===== config.mk =====
export PLATFORM = sky130hd
export DESIGN_NAME = hazard_unit
export DESIGN_NICKNAME = d
export VERILOG_FILES = /design/src/rtl/hazard_unit.sv
export SDC_FILE = /design/constraint.sdc
export NUM_CORES = 1
export LEC_CHECK = 0
export CAP_MARGIN = 20
export CORE_MARGIN = 2
export CORE_UTILIZATION = 54
export CTS_CLUSTER_DIAMETER = 120
export DETAILED_ROUTE_END_ITERATION = 10
export PLACE_DENSITY = 0.9
export SETUP_SLACK_MARGIN = 0.5
export SLEW_MARGIN = 15
export SYNTH_ARGS = -nofsm -noshare
export SYNTH_HDL_FRONTEND = slang
export SYNTH_SLANG_ARGS = --single-unit

===== constraint.sdc =====
create_clock -name clk -period 3.35 [get_ports clk]
set_input_delay 0.67 -clock clk [delete_from_list [all_inputs] [get_ports clk]]
set_output_delay 0.67 -clock clk [all_outputs]
set_load 0.01 [all_outputs]

===== src/rtl/hazard_unit.sv =====
// rtl/hazard_unit.sv - in-order pipeline hazard scoreboard: forwarding selects, load-use stall, branch flush
module hazard_unit #(
    parameter int REG_AW     = 5,
    parameter int PIPE_DEPTH = 3,
    parameter int LOAD_READY = 2,
    parameter int CNT_W      = 16,
    parameter int SEL_W      = $clog2(PIPE_DEPTH + 1)
) (
    input  logic              clk,
    input  logic              rst,
    input  logic              en,
    input  logic              de_valid,
    input  logic [REG_AW-1:0] de_rs1,
    input  logic [REG_AW-1:0] de_rs2,
    input  logic              de_use_rs1,
    input  logic              de_use_rs2,
    input  logic [REG_AW-1:0] de_rd,
    input  logic              de_reg_write,
    input  logic              de_mem_read,
    input  logic              branch_taken,
    output logic [SEL_W-1:0]  fwd_sel1,
    output logic [SEL_W-1:0]  fwd_sel2,
    output logic              stall,
    output logic              flush,
    output logic [CNT_W-1:0]  stall_count,
    output logic [CNT_W-1:0]  flush_count
);

    // Scoreboard entry k holds the instruction k stages past decode (1 = EX).
    logic              valid_q   [1:PIPE_DEPTH];
    logic [REG_AW-1:0] rd_q      [1:PIPE_DEPTH];
    logic              rw_q      [1:PIPE_DEPTH];
    logic              load_q    [1:PIPE_DEPTH];
    logic [CNT_W-1:0]  stall_cnt_q;
    logic [CNT_W-1:0]  flush_cnt_q;

    logic              stall_d;
    logic              bubble_d;
    logic              hit1_load;
    logic              hit2_load;
    int                hit1_k;
    int                hit2_k;

    // Youngest-match search per operand; scanning oldest to youngest lets the youngest overwrite.
    always_comb begin
        fwd_sel1  = '0;
        fwd_sel2  = '0;
        hit1_load = 1'b0;
        hit2_load = 1'b0;
        hit1_k    = 0;
        hit2_k    = 0;
        for (int k = PIPE_DEPTH; k >= 1; k--) begin
            if (de_valid && de_use_rs1 && (de_rs1 != '0) &&
                valid_q[k] && rw_q[k] && (rd_q[k] == de_rs1)) begin
                fwd_sel1  = SEL_W'(k);
                hit1_load = load_q[k];
                hit1_k    = k;
            end
            if (de_valid && de_use_rs2 && (de_rs2 != '0) &&
                valid_q[k] && rw_q[k] && (rd_q[k] == de_rs2)) begin
                fwd_sel2  = SEL_W'(k);
                hit2_load = load_q[k];
                hit2_k    = k;
            end
        end
    end

    // Load-use stall only when the load is still too young to forward; a taken branch overrides it.
    always_comb begin
        stall_d  = 1'b0;
        if ((hit1_load && (hit1_k < LOAD_READY)) || (hit2_load && (hit2_k < LOAD_READY))) begin
            stall_d = 1'b1;
        end
        if (branch_taken) begin
            stall_d = 1'b0;
        end
        bubble_d = stall_d | branch_taken | ~de_valid;
    end

    assign stall       = stall_d;
    assign flush       = branch_taken;
    assign stall_count = stall_cnt_q;
    assign flush_count = flush_cnt_q;

    // Shift the scoreboard one stage per enabled edge; entry 1 gets decode or a bubble.
    always_ff @(posedge clk) begin
        if (rst) begin
            for (int k = 1; k <= PIPE_DEPTH; k++) begin
                valid_q[k] <= 1'b0;
                rd_q[k]    <= '0;
                rw_q[k]    <= 1'b0;
                load_q[k]  <= 1'b0;
            end
        end else if (en) begin
            for (int k = PIPE_DEPTH; k >= 2; k--) begin
                valid_q[k] <= valid_q[k-1];
                rd_q[k]    <= rd_q[k-1];
                rw_q[k]    <= rw_q[k-1];
                load_q[k]  <= load_q[k-1];
            end
            if (bubble_d) begin
                valid_q[1] <= 1'b0;
                rd_q[1]    <= '0;
                rw_q[1]    <= 1'b0;
                load_q[1]  <= 1'b0;
            end else begin
                valid_q[1] <= 1'b1;
                rd_q[1]    <= de_rd;
                rw_q[1]    <= de_reg_write;
                load_q[1]  <= de_mem_read;
            end
        end
    end

    // Saturating stall/flush event counters, frozen while disabled.
    always_ff @(posedge clk) begin
        if (rst) begin
            stall_cnt_q <= '0;
            flush_cnt_q <= '0;
        end else if (en) begin
            if (stall_d && (stall_cnt_q != {CNT_W{1'b1}})) begin
                stall_cnt_q <= stall_cnt_q + 1'b1;
            end
            if (branch_taken && (flush_cnt_q != {CNT_W{1'b1}})) begin
                flush_cnt_q <= flush_cnt_q + 1'b1;
            end
        end
    end

endmodule


* Yosys cells after proc, flatten, opt, wreduce, memory -nomap -nowiden *
Memory sizes are Yosys's and may differ from the RTL's.
Cells that the tools add are included.

word-level totals
  register bits after elaboration = 32
  logic and storage cells = 117
  bits in writable memories = 24
  output and inout bits = 38
  memories kept = 4
  input bits = 24

memory list
  name     words  bits a word  read ports  clocked after memory_dff  wr ports  line  source
  rd_q     3      5            3           0                         3         31    logic [REG_AW-1:0] rd_q [1:PIPE_DEPTH];
  load_q   3      1            3           0                         3         33    logic load_q [1:PIPE_DEPTH];
  rw_q     3      1            3           0                         3         32    logic rw_q [1:PIPE_DEPTH];
  valid_q  3      1            3           0                         3         30    logic valid_q [1:PIPE_DEPTH];

cells by class
  reduce and logical (&&, ||, !) cells = 31
  mux-type cells = 49
  order comparisons = 2
  equal/unequal tests = 8
  bitwise gates (word level) = 19
  add/sub/neg operators = 2

operators by type and width
  cell                     number
  $mux W32                 4
  $lt A32 B3 Y1 const B    2
  $mux W1                  33
  $add A16 B1 Y16 const B  2
  $ne A16 B16 Y1 const B   2
  $eq A5 B5 Y1             6
  $logic_and A1 B1 Y1      26
  $mux W5                  4
  $or A1 B1 Y1             18
  $mux W2                  8
  $reduce_bool A5 Y1       2
  $reduce_and A2 Y1        2
  $logic_or A1 B1 Y1       1
  $not A1 Y1               1

* Longest topological paths before layout *
  depth after elaboration = 21
  gate-level depth with buffers = 8
  gate-level depth less buffers = 7

* Least setup slack after synthesis *
No wires, ideal clock.

  path kind = input -> output
  start point = input de_rs1[1]
  end point = output stall
  path buffers = 0
  cell stages on the path = 6
  arrival = 1,989 ps
  slack = 691 ps
  cell sequence = or4_1 o211ai_2 nor4_4 or2_2 nand2_1 nor2_1

between the ends
  cells in the longest elaborated chain, start to end = 13
  elaborated cells between the ends (all ways) = 25
  classes of those cells = order compare: 1; eq/ne: 3; mux: 8; reduce/logical: 13

RTL lines
  what                              line  source
  from (decl)                       13    input logic [REG_AW-1:0] de_rs1,
  $reduce_bool A5 Y1                53    if (de_valid && de_use_rs1 && (de_rs1 != '0) &&
  $logic_and A1 B1 Y1 (2 in a row)  53
  $logic_and A1 B1 Y1 (2 in a row)  54    valid_q[k] && rw_q[k] && (rd_q[k] == de_rs1)) begin
  $mux W2                           53
  $mux W32 (2 in a row)             53
  $lt A32 B3 Y1                     71    if ((hit1_load && (hit1_k < LOAD_READY)) || (hit2_load && (hit2_k < LOAD_READY))) begin
  $logic_and A1 B1 Y1 *             71
  $logic_or A1 B1 Y1 *              71
  $mux W1 *                         71
  $mux W1 *                         74    if (branch_taken) begin
  to (decl)                         23    output logic stall,

Mark *: on every way between the ends. The rest lies on a longest branch, timed or not.

* Worst setup path after layout *
  start point = input de_rs2[1]
  end point = output stall

between the ends
  cells in the longest elaborated chain, start to end = 13
  elaborated cells between the ends (all ways) = 25
  classes of those cells = order compare: 1; eq/ne: 3; mux: 8; reduce/logical: 13

RTL lines
  what                              line  source
  from (decl)                       14    input logic [REG_AW-1:0] de_rs2,
  $reduce_bool A5 Y1                59    if (de_valid && de_use_rs2 && (de_rs2 != '0) &&
  $logic_and A1 B1 Y1 (2 in a row)  59
  $logic_and A1 B1 Y1 (2 in a row)  60    valid_q[k] && rw_q[k] && (rd_q[k] == de_rs2)) begin
  $mux W2                           59
  $mux W32 (2 in a row)             59
  $lt A32 B3 Y1                     71
  $logic_and A1 B1 Y1 *             71
  $logic_or A1 B1 Y1 *              71
  $mux W1 *                         71
  $mux W1 *                         74

Marks and branches as above.

==> results.sh <==
export IMPL_place_ws_ns=-0.211
export IMPL_yosys_top_cells_count="32 x dfxtp_1, 30 x xnor2_1, 27 x nor2_1"
export IMPL_finalWirelength_um=6680
export IMPL_hold_ws_ns=0.512
export IMPL_synthFlopType="dfxtp_1"
export IMPL_finalHoldViolations=0
export IMPL_drt_iter0_markers=153
export IMPL_grt_util_met2_pct=40.7
export IMPL_dieArea_um2=5810
export IMPL_rsz0062_at_grt="yes"
export IMPL_fin_skew_ns=0.0109
export IMPL_cp_startpoint="de_rs2[1]"
export IMPL_fin_crit_sh_pct=84.3
export IMPL_cts_htree_levels=2
export IMPL_grt_overflow_total=0
export IMPL_syn_area_um2=2820
export IMPL_grt_pass1_wl_um=11300
export IMPL_clkSinkCount=54
export IMPL_slew_headroom_pct=41.8
export IMPL_grt_usage_pct=23.9
export IMPL_clk_latency_ns=0.30
export IMPL_cp_max_fo=2
export IMPL_async_reset_ff_share_pct=0
export IMPL_timing_fmax_ghz=0.354
export IMPL_ys_types=41
export IMPL_port_buffers=61
export IMPL_fin_cells=435
export IMPL_vdd_ir_drop_max_uv=263
export IMPL_critPathArrivalTime_ns=2.15
export IMPL_route_antenna_remaining_nets=0
export IMPL_first_global_vias=2413
export IMPL_tightest_slew_ns=0.872
export IMPL_max_cap_violations=0
export IMPL_globalplace_congestion=0.904
export IMPL_reg2reg_from="rd_q[0][5]"
export IMPL_cp_endpoint="stall"
export IMPL_die_width_um=76.3
export IMPL_initial_utilization_pct=55.5
export IMPL_finalWorstSetupSlack_ns=0.527
export IMPL_synth_nets=308
export IMPL_cts_buffers=5
export IMPL_clockBufferDepth=2
export IMPL_antenna_found_initial=0
export IMPL_worstSetupStartpointType="primary input"
export IMPL_status="complete, no violations"
export IMPL_die_h_um=76.3
export IMPL_synth_largest_area_cell="edfxtp_1"
export IMPL_grt_max_degree=35
export IMPL_vias=2453
export IMPL_num_antenna_cells=0
export IMPL_ys_seq_area_share_pct=46.2
export IMPL_power_leakage_nw=1.35
export IMPL_viasPerCell=5.64
export IMPL_path_class="in2out"
export IMPL_drive_gt1_share_pct=15.9
export IMPL_core_area_um2=5070
export IMPL_required_ns=2.68
export IMPL_grtUsageMet3_pct=4.38
export IMPL_r2r_end="stall_count[7]"
export IMPL_busiest_layer="met2"
export IMPL_area_delta_synth_final_pct=33.1
export IMPL_r2r_slack_ns=0.90
export IMPL_cp_end_kind="primary output"
export IMPL_dp_hpwl_um=4850
export IMPL_setup_viol=0
export IMPL_cts_root_buf="clkbuf_8"
export IMPL_synth_top_area_share_pct=23.4
export IMPL_synth_edff_count=22
export IMPL_cts_tree="done"
export IMPL_p_per_area_nw_per_um2=341
export IMPL_nFillCells=367
export IMPL_yosysMostFrequentCell="dfxtp_1"
export IMPL_dr_pass1_iters=4
export IMPL_rows=26
export IMPL_placedCellCount=426
export IMPL_clkTransAtPathRegs_ns=0.09
export IMPL_nets=390
export IMPL_cts_hold_buf=0
export IMPL_synth_seq_cells=54
export IMPL_final_max_slew_viol_count=0
export IMPL_io_pins=62
export IMPL_reg2regPathDepth=9
export IMPL_yosys_top_cells_area="edfxtp_1 23%, dfxtp_1 23%, xnor2_1 9.3%"
export IMPL_avgRoutedWirePerCell_um=15.4
export IMPL_synth_warnings=0
export IMPL_min_path_type="reg2reg"
export IMPL_use_met1_pct=29.5
export IMPL_post_synth_cell_area_avg_um2=10.0
export IMPL_fin_setup_tns_ns=0
export IMPL_synth_cells=282
export IMPL_drc=0
export IMPL_fin_crit_ns=2.82
==> flip-flops by register name, indices dropped and copies added (netlist names) <==
register / cells
valid_q: 3
rd_q: 15
rw_q: 3
stall_count: 16
flush_count: 16
load_q: 1
==> critical path, cell delays in order <==
cell and delay [ns]:
dlygate4sd2_1 0.26, or4_4 0.43, o211ai_4 0.22, nor4_4 0.07
or2_4 0.25, nand2_2 0.07, nor2_1 0.05, buf_2 0.14
==> layout by cell type, fill, tap and decap left out, types with 4 or more instances in the layout <==
cell type	n
dfxtp_1	32
nor2_1	26
and2_1	22
buf_4	17
clkdlybuf4s50_1	44
and3_1	5
nand3_1	15
buf_2	9
nand2_1	12
a21oi_1	13
inv_1	4
o21ai_0	7
clkbuf_8	6
xnor2_1	30
or4_1	6
edfxtp_1	22
xor2_1	16
o31ai_1	6
nand4_1	13
==> layer usage <==
layer | part of all wire [%] | wire length, µm
met2 | 50 | 3330
met4 | 2.3 | 154
met1 | 43 | 2880
met3 | 4.8 | 319
met5 | 0 | 0
==> cell families (layout without fill, tap and decap cells) <==
family / after synthesis / count (layout) / share of synthesized area [%]
buffers and inverters: 11 / 94 / 2.31
multiplexers: 3 / 3 / 1.11
flip-flops: 54 / 54 / 46.2
AO/OA/AOI/OAI: 37 / 37 / 9.01
XOR/XNOR: 46 / 46 / 14.3
AND/OR/NAND/NOR: 129 / 129 / 26.2
adder cells (fa/ha/maj): 2 / 2 / 0.888
==> where the power goes <==
group	switching (mW)	internal [mW]	leakage (nW)
Clock	0.208	0.214	0.0566
Sequential	0.0203	0.703	0.500
Combinational	0.0649	0.0695	0.790
==> per-stage QoR <==
stage	cell area (µm²)	util, %	power, mW
3_5_place_dp	3630	71.5	0.869
3_3_place_gp	3630	71.5	0.861
2_1_floorplan	2820	-	0.798
5_1_grt	3750	73.9	1.33
6_report	3750	73.9	1.28
4_1_cts	3750	73.9	1.28
==> timing repair <==
item                       CTS  global route
resized for setup           54             8
setup endpoints to repair    6             8
setup buffers                1             0
pin swaps                   13             7
==> worst min-delay path by stage <==
stage / start / end / slack, ns / depth (start not counted)
2_1_floorplan: stall_count[12] / stall_count[12] / 0.51 / 2
3_3_place_gp: flush_count[8] / flush_count[8] / 0.48 / 2
3_5_place_dp: flush_count[8] / flush_count[8] / 0.50 / 2
4_1_cts: flush_count[8] / flush_count[8] / 0.51 / 2
5_1_grt: flush_count[8] / flush_count[8] / 0.54 / 2
6_report: flush_count[8] / flush_count[8] / 0.51 / 2
==> final cells by class <==
type / count / area, µm² / share of cell area (%)
clock buffer: 8 / 111 / 2.97
multi-input combinational: 217 / 1500 / 40.0
sequential: 54 / 1300 / 34.7
timing repair buffer: 82 / 736 / 19.6
tap: 70 / 87.6 / 2.33
inverter: 4 / 15.0 / 0.400
Power figures use the tool's default switching activity.
